--- src/rtl/serial_sub.sv ---
// Bit-serial unsigned subtractor: a single full-subtractor cell walks the operands
// LSB first, one bit per clock, and publishes diff/bout when the last bit is done.
module serial_sub #(
    parameter int WIDTH = 8
) (
    input  logic             clk,
    input  logic             rst_n,
    input  logic             start,
    input  logic [WIDTH-1:0] a,
    input  logic [WIDTH-1:0] b,
    output logic             busy,
    output logic             done,
    output logic [WIDTH-1:0] diff,
    output logic             bout
);

    localparam int CW = $clog2(WIDTH);

    typedef enum logic [1:0] {
        IDLE = 2'd0,
        RUN  = 2'd1,
        DONE = 2'd2
    } state_t;

    state_t           state_r;
    logic [WIDTH-1:0] a_r;
    logic [WIDTH-1:0] b_r;
    logic [WIDTH-1:0] res_r;
    logic             br_r;
    logic [CW-1:0]    cnt_r;
    logic [1:0]       cell_s;

    // Returns {borrow_out, difference_bit} of one full-subtractor cell.
    function automatic logic [1:0] full_sub(input logic x, input logic y, input logic bin);
        full_sub = {(~x & y) | (~(x ^ y) & bin), x ^ y ^ bin};
    endfunction

    assign cell_s = full_sub(a_r[0], b_r[0], br_r);

    // Control FSM, serial datapath and registered result/status outputs.
    always_ff @(posedge clk) begin
        if (!rst_n) begin
            state_r <= IDLE;
            a_r     <= {WIDTH{1'b0}};
            b_r     <= {WIDTH{1'b0}};
            res_r   <= {WIDTH{1'b0}};
            br_r    <= 1'b0;
            cnt_r   <= {CW{1'b0}};
            busy    <= 1'b0;
            done    <= 1'b0;
            diff    <= {WIDTH{1'b0}};
            bout    <= 1'b0;
        end else begin
            case (state_r)
                RUN: begin
                    // start is deliberately not looked at here
                    res_r <= {cell_s[0], res_r[WIDTH-1:1]};
                    a_r   <= {1'b0, a_r[WIDTH-1:1]};
                    b_r   <= {1'b0, b_r[WIDTH-1:1]};
                    br_r  <= cell_s[1];
                    cnt_r <= cnt_r + CW'(1);
                    if (cnt_r == CW'(WIDTH - 1)) begin
                        state_r <= DONE;
                        busy    <= 1'b0;
                        done    <= 1'b1;
                        diff    <= {cell_s[0], res_r[WIDTH-1:1]};
                        bout    <= cell_s[1];
                    end else begin
                        state_r <= RUN;
                        busy    <= 1'b1;
                        done    <= 1'b0;
                    end
                end
                IDLE, DONE: begin
                    done <= 1'b0;
                    if (start) begin
                        state_r <= RUN;
                        busy    <= 1'b1;
                        a_r     <= a;
                        b_r     <= b;
                        br_r    <= 1'b0;
                        cnt_r   <= {CW{1'b0}};
                    end else begin
                        state_r <= IDLE;
                        busy    <= 1'b0;
                    end
                end
                default: begin
                    state_r <= IDLE;
                    busy    <= 1'b0;
                    done    <= 1'b0;
                end
            endcase
        end
    end

endmodule

--- config.mk ---
export PLATFORM = sky130hd
export DESIGN_NAME = serial_sub
export DESIGN_NICKNAME = d
export VERILOG_FILES = /design/src/rtl/serial_sub.sv
export SDC_FILE = /design/constraint.sdc
export NUM_CORES = 1
export LEC_CHECK = 0
export BUFFER_PORTS_ARGS = -buffer_cell sky130_fd_sc_hd__buf_2
export CORE_UTILIZATION = 45
export DETAILED_ROUTE_END_ITERATION = 12
export PLACE_DENSITY = 0.69
export SLEW_MARGIN = 20
export SYNTH_ARGS = -nofsm -noshare
export SYNTH_HDL_FRONTEND = slang
export SYNTH_SLANG_ARGS = --single-unit
export TNS_END_PERCENT = 30
--- constraint.sdc ---
create_clock -name clk -period 1.3 [get_ports clk]
set_clock_uncertainty 0.15 [all_clocks]
set_input_delay 0.26 -clock clk [delete_from_list [all_inputs] [get_ports clk]]
set_output_delay 0.26 -clock clk [all_outputs]
set_load 0.03 [all_outputs]
==> results of run 1 <==
[state kept, by name (all words and copies together), names as in the netlist]
name and cells:
done 1, cnt_r 3, br_r 1, a_r 8
res_r 7, state_r 2, bout 1, diff 8
b_r 8
[worst reg2reg max path: stages, from the launching register on]
cell and delay (ns):
dfxtp_2 0.34, ha_4 0.16, ha_4 0.16, nand3b_1 0.10, buf_6 0.14, buf_12 0.12, nand2_2 0.05, a21oi_2 0.12
[layout make-up]
cell class | instances | share of cell area, %
multi-input combinational | 120 | 42.07
sequential | 39 | 33.25
timing repair buffer | 51 | 18.01
clock buffer | 6 | 3.466
tap | 48 | 2.521
inverter | 3 | 0.4727
clock inverter | 1 | 0.2101
[power breakdown]
part	internal, mW	switching [mW]	leakage, nW
clock	0.416	0.408	0.0470
combinational	0.263	0.256	0.530
sequential	1.26	0.0615	0.322
total	1.94	0.725	0.899
[per-stage QoR]
step | TNS [ns] | worst slack [ns] | util (%)
2_1_floorplan | -1.457 | -0.08260 | -
3_3_place_gp | -0.2636 | -0.03924 | 56.30
3_5_place_dp | -0.8342 | -0.1298 | 56.30
4_1_cts | -0.6642 | -0.07678 | 61.21
5_1_grt | -2.255 | -0.1242 | 64.11
6_report | -0.7241 | -0.09256 | 64.11
[kinds of logic (layout without fill, tap and decap cells)]
group | count (synthesis) | after routing
and+or+nand+nor | 65 | 65
DFF | 39 | 39
AOI/OAI and AO/OA | 38 | 38
buffers and inverters | 19 | 61
muxes | 14 | 14
adders and majority gates | 3 | 3
[placed cells by master, fill, tap and decap left out, types with 4 or more instances in the layout]
| cell type | count |
|---|---|
| buf_12 | 4 |
| dfxtp_2 | 6 |
| clkbuf_8 | 6 |
| a21oi_1 | 17 |
| a211oi_2 | 12 |
| nor3_4 | 10 |
| a21oi_2 | 5 |
| buf_4 | 12 |
| buf_2 | 27 |
| dfxtp_1 | 32 |
| nand3_1 | 14 |
| mux2i_1 | 14 |
| nand2_1 | 21 |
[what timing repair did]
action | 4_1_cts | 5_1_grt
setup endpoints to repair | 23 | 42
buffers inserted | 1 | 3
gates resized for setup | 17 | 19
cloned | 1 | 1
pin swaps | 10 | 6
[worst min-delay path by stage]
stage | cells past startpoint | slack (ns) | from | endpoint
floorplan | 1 | 0.23 | rst_n | state_r[0]
global placement | 2 | 0.29 | diff[3] | diff[3]
detailed placement | 2 | 0.30 | diff[6] | diff[6]
CTS | 2 | 0.04 | rst_n | state_r[0]
global route | 2 | 0.06 | rst_n | state_r[0]
finish | 2 | 0.04 | rst_n | state_r[0]
[metal layers]
metal / track usage (%) / share of wire, % / wire [um]
met2: 32.03 / 51 / 1943
met4: 5.833 / 0.13 / 5
met5: 0 / 0 / 0
met1: 23.66 / 44 / 1668
met3: 5.282 / 5.0 / 189
==> results.md, run 1 <==
- VDD IR max: 703.1 uV
- Unique masters post-synth: 28
- DR vias/cell: 5.269
- IO buf count: 29
- Hold/Removal Path Class: input port to flop
- Share of cells above drive strength 1: 48.64%
- Global-route wire length before repair: 6120 um
- Synth Area in Compound Gates: 16.60%
- Gr usage total: 19.14%
- Worst Hold Slack: 0.04338 ns
- Final setup violation count: 18
- Max FO, Critical Path: 5
- CTS max path bufs: 2
- Via Count: 1412
- Antenna cells: 0
- Top FF cell, synth: dfxtp_1
- Fillcell total: 290
- Cells after Synth: 178
- Setup crit start: cnt_r[0]
- Root buf cell: clkbuf_8
- Max cap viols: 0
- Clk slew on worst S/H paths: 0.07 ns
- Storage cell area: 792.0 um^2
- Post-Synth Simple-Gate Area: 21.24%
- Final WS setup: -0.09256 ns
- Register area share after synthesis: 43.88%
- DP Area: 2092 um^2
- Period utilization: 107.1%
- WS Path Type: flop to flop
- CP max stage delay: 0.34 ns
- Fmax: 0.7181 GHz
- Quantity of hold-fixing buffers added after cts: 0
- Slew of the pin with the lowest slew margin: 0.2330 ns
- Placed Instances: 255
- Setup crit end kind: flop
- Final Non-Filler Cells: 268
- Drt pass-1 iters: 4
- Cell area after synthesis: 1779 um^2
- Most frequent cells after synthesis: dfxtp_1 (39), nand2_1 (26), a21oi_1 (22)
- Final Power: 2.664 mW
- Critical-path cell list: ha_4, ha_4, nand3b_1, buf_6, buf_12, nand2_2, a21oi_2
- Final hold vios: 0
- CTS tree: built
- Synthesis-stage register bit count: 39
- PD cells: 1118 nW/um^2
- Critical Path Start Type: flop
- Initial core utilization: 47.88%
- CORE AREA: 3716 um^2
- Hpwl dp: 2445 um
- Die H: 64.88 um
- Multi-input logic area: 1002 um^2
- Crit path DAT: 1.47 ns
- Synth area leader: dfxtp_1
- Worst r2r dst: diff[5]
- Avg Inst Size Synth: 9.996 um^2
- Overflow after GRT: 0
- R2R setup slack: -0.09 ns
- Antenna Nets Post-Route: 0
- Synth Area in Adders: 2.532%
- Post-Syn Nets: 200
- Cell family contributing the most delay on the critical path: flip-flops
- Synth warnings: 0
- Initial drt markers: 108
- Wirelength, routed: 3806 um
- Reg2reg start: cnt_r[0]
- Largest family of logic cells by synthesized area: simple AND/OR/NAND/NOR gates
- Area growth syn-to-layout: 33.90%
- Die Area: 4209 um^2
- Clock Latency Late Sink: 0.29 ns
- Outcome: finished with violations
- # H-tree levels: 2
- Failing checks: negative setup slack
- CTS sink cnt: 39
- Cts bufs inserted: 5
- Worst R2R Path Depth: 7
- Async S/R FF share, synth: 0%
- Fin nets: 242
- Xor and xnor fraction of the mapped netlist area: 0%
- Unrepaired setup endpoints after global routing: yes
- Die X: 64.88 um
- CP required: 1.37 ns
- Crit path top cell by count: ha_4
- Max-slew headroom: 84.45%
- Stages on worst setup path: 7
- Largest net degree at the start of global routing: 39
- Critical path's slowest cell: dfxtp_2
- Most common cell in the synthesized netlist: dfxtp_1
- # rows: 22
- Final instance area: 2382 um^2
- Proportion of synthesized area in mux cells: 7.876%
- Worst Setup EP: diff[5]
- Synth area leaders: dfxtp_1 (44%), a211oi_2 (8.4%), mux2i_1 (7.9%)
- Routed WL per cell: 14.20 um
- Initial antenna violation count: 0
- DRC: 0
- GPL Wtd Cong: 0.7205
- # IOs: 30
- Vias in the first global route: 1374
- Final Slew Violations: 0
- Synth top area share: 43.88%
- Static Leakage: 0.8993 nW
- Crit path time final: 1.393 ns
- CP bufs+invs: 2
- Number of synthesized flops with an enable pin: 0
Power figures use the tool's default switching activity.
==> run 2, diff against run 1 <==
REMOVE_ABC_BUFFERS = 1   (was unset)
SETUP_SLACK_MARGIN = 0.5   (was unset)
==> run 2 against run 1 <==
  * The flow still finishes with violations (negative setup slack)
  * Clock power grew 24%
  * Design area grew 4.8%
  * Global-route usage grew 1.1 points
  * Sequential share of layout area shrank 1.6 points
  * Core utilization grew 3.1 points
  * Final cell count grew 3.4%
  * Combinational power grew 2%
  * First-iteration DRC count shrank 21%
  * Die area is the same
  * Sequential power is essentially flat
  * Critical path type unchanged
==> results.md, run 2 (same netlist as run 1, synthesis figures left out) <==
- Outcome: finished with violations
- Failing checks: negative setup slack
- # H-tree levels: 2
- Multi-input logic area: 972.2 um^2
- Static Leakage: 0.9592 nW
- GPL Wtd Cong: 0.7167
- Max FO, Critical Path: 5
- Met3 GRT Util: 5.282%
- Met2 Usage GRT: 34.77%
- Routed WL per cell: 15.29 um
- Area growth syn-to-layout: 40.37%
- Final setup violation count: 30
- CTS max path bufs: 2
- Unrepaired setup endpoints after global routing: yes
- Share of cells above drive strength 1: 52.40%
- CTS sink cnt: 39
- Global-route wire length before repair: 6403 um
- Gr usage total: 20.24%
- Storage cell area: 789.5 um^2
- GRT busiest layer: met2
- Slew of the pin with the lowest slew margin: 0.2727 ns
- Clk slew on worst S/H paths: 0.08 ns
- Max-slew headroom: 81.78%
- Drt pass-1 iters: 4
- Quantity of hold-fixing buffers added after cts: 0
- Setup crit end kind: flop
- Initial drt markers: 85
- Initial antenna violation count: 0
- Final WS setup: -0.1195 ns
- Biggest regs: a_r (8), b_r (8), diff (8)
- Overflow after GRT: 0
- Clock Latency Late Sink: 0.30 ns
- Fillcell total: 270
- # rows: 22
- PD cells: 1146 nW/um^2
- # IOs: 30
- Critical Path Start Type: flop
- Die Area: 4209 um^2
- Most frequent cells in the layout: dfxtp_1 (34), buf_2 (20), buf_4 (19)
- CORE AREA: 3716 um^2
- Final hold vios: 0
- Wirelength, routed: 4235 um
- CP required: 1.38 ns
- Hpwl dp: 2417 um
- Max cap viols: 0
- Cts bufs inserted: 5
- Hold/Removal Path Class: input port to flop
- Final Slew Violations: 0
- Vias in the first global route: 1410
- Met1 global-route usage: 22.93%
- Antenna Nets Post-Route: 0
- Initial core utilization: 47.88%
- Setup WS pre-CTS: -0.1092 ns
- VDD IR max: 772.1 uV
- Leading cell type in the layout, fill and taps excluded: dfxtp_1
- CTS tree: built
- Die H: 64.88 um
- Worst Hold Slack: 0.04912 ns
- Final Power: 2.863 mW
- Crit path time final: 1.420 ns
- DR vias/cell: 5.462
- Die X: 64.88 um
- Fmax: 0.7045 GHz
- Final Util: 67.21%
- Root buf cell: clkbuf_8
- Largest net degree at the start of global routing: 39
- Crit path DAT: 1.50 ns
- Period utilization: 109.2%
- Antenna cells: 0
- WS Path Type: flop to flop
- DRC: 0
- Via Count: 1513
- Fin nets: 250
- IO buf count: 29
-- run 2: where the power goes --
| group | internal [mW] | switching (mW) | total (mW) |
|---|---|---|---|
| combinational | 0.265 | 0.265 | 0.530 |
| sequential | 1.26 | 0.0507 | 1.31 |
| clock | 0.571 | 0.452 | 1.02 |
-- run 2: critical path, stage by stage (launching register included) --
cell,delay (ns)
dfxtp_2,0.34
ha_4,0.16
ha_4,0.16
nand3b_1,0.12
buf_4,0.14
buf_12,0.12
nand2_2,0.05
a21oi_2,0.12
-- run 2: final cells by class --
cell class / instances / share of cell area [%]
Clock buffer: 5 / 2.756
Clock inverter: 3 / 1.754
Inverter: 3 / 0.4509
Multi-Input combinational cell: 121 / 38.93
Sequential cell: 39 / 31.61
Tap cell: 48 / 2.405
Timing Repair Buffer: 58 / 22.09
-- run 2: worst paths after layout --
check             startpoint  endpoint  slack (ns)  cells past startpoint
setup / recovery    cnt_r[0]   diff[0]       -0.12                      7
hold / removal          b[7]    b_r[7]        0.05                      3
setup reg to reg    cnt_r[0]   diff[0]       -0.12                      7
hold reg to reg      diff[6]   diff[6]        0.31                      2
-- run 2: metal layers --
metal / vias to the layer above / part of all wire (%)
li1: 721 / -
met3: 9 / 3.8
met1: 748 / 43
met2: 35 / 51
met4: 0 / 2.1
met5: - / 0
-- run 2: stage by stage --
stage	instance area [um^2]	TNS [ns]	cells
final	2497	-1.735	277
after global routing	2497	-3.385	277
after global placement	2033	-0.2200	256
after floorplan	1650	-35.24	162
after CTS	2352	-0.5916	271
after detailed placement	2033	-1.500	256
-- run 2: timing repair --
item,in CTS,in global routing
pin swaps,17,7
gates cloned,2,2
resized for setup,39,28
buffers inserted,5,4
endpoints found under the setup margin,50,50
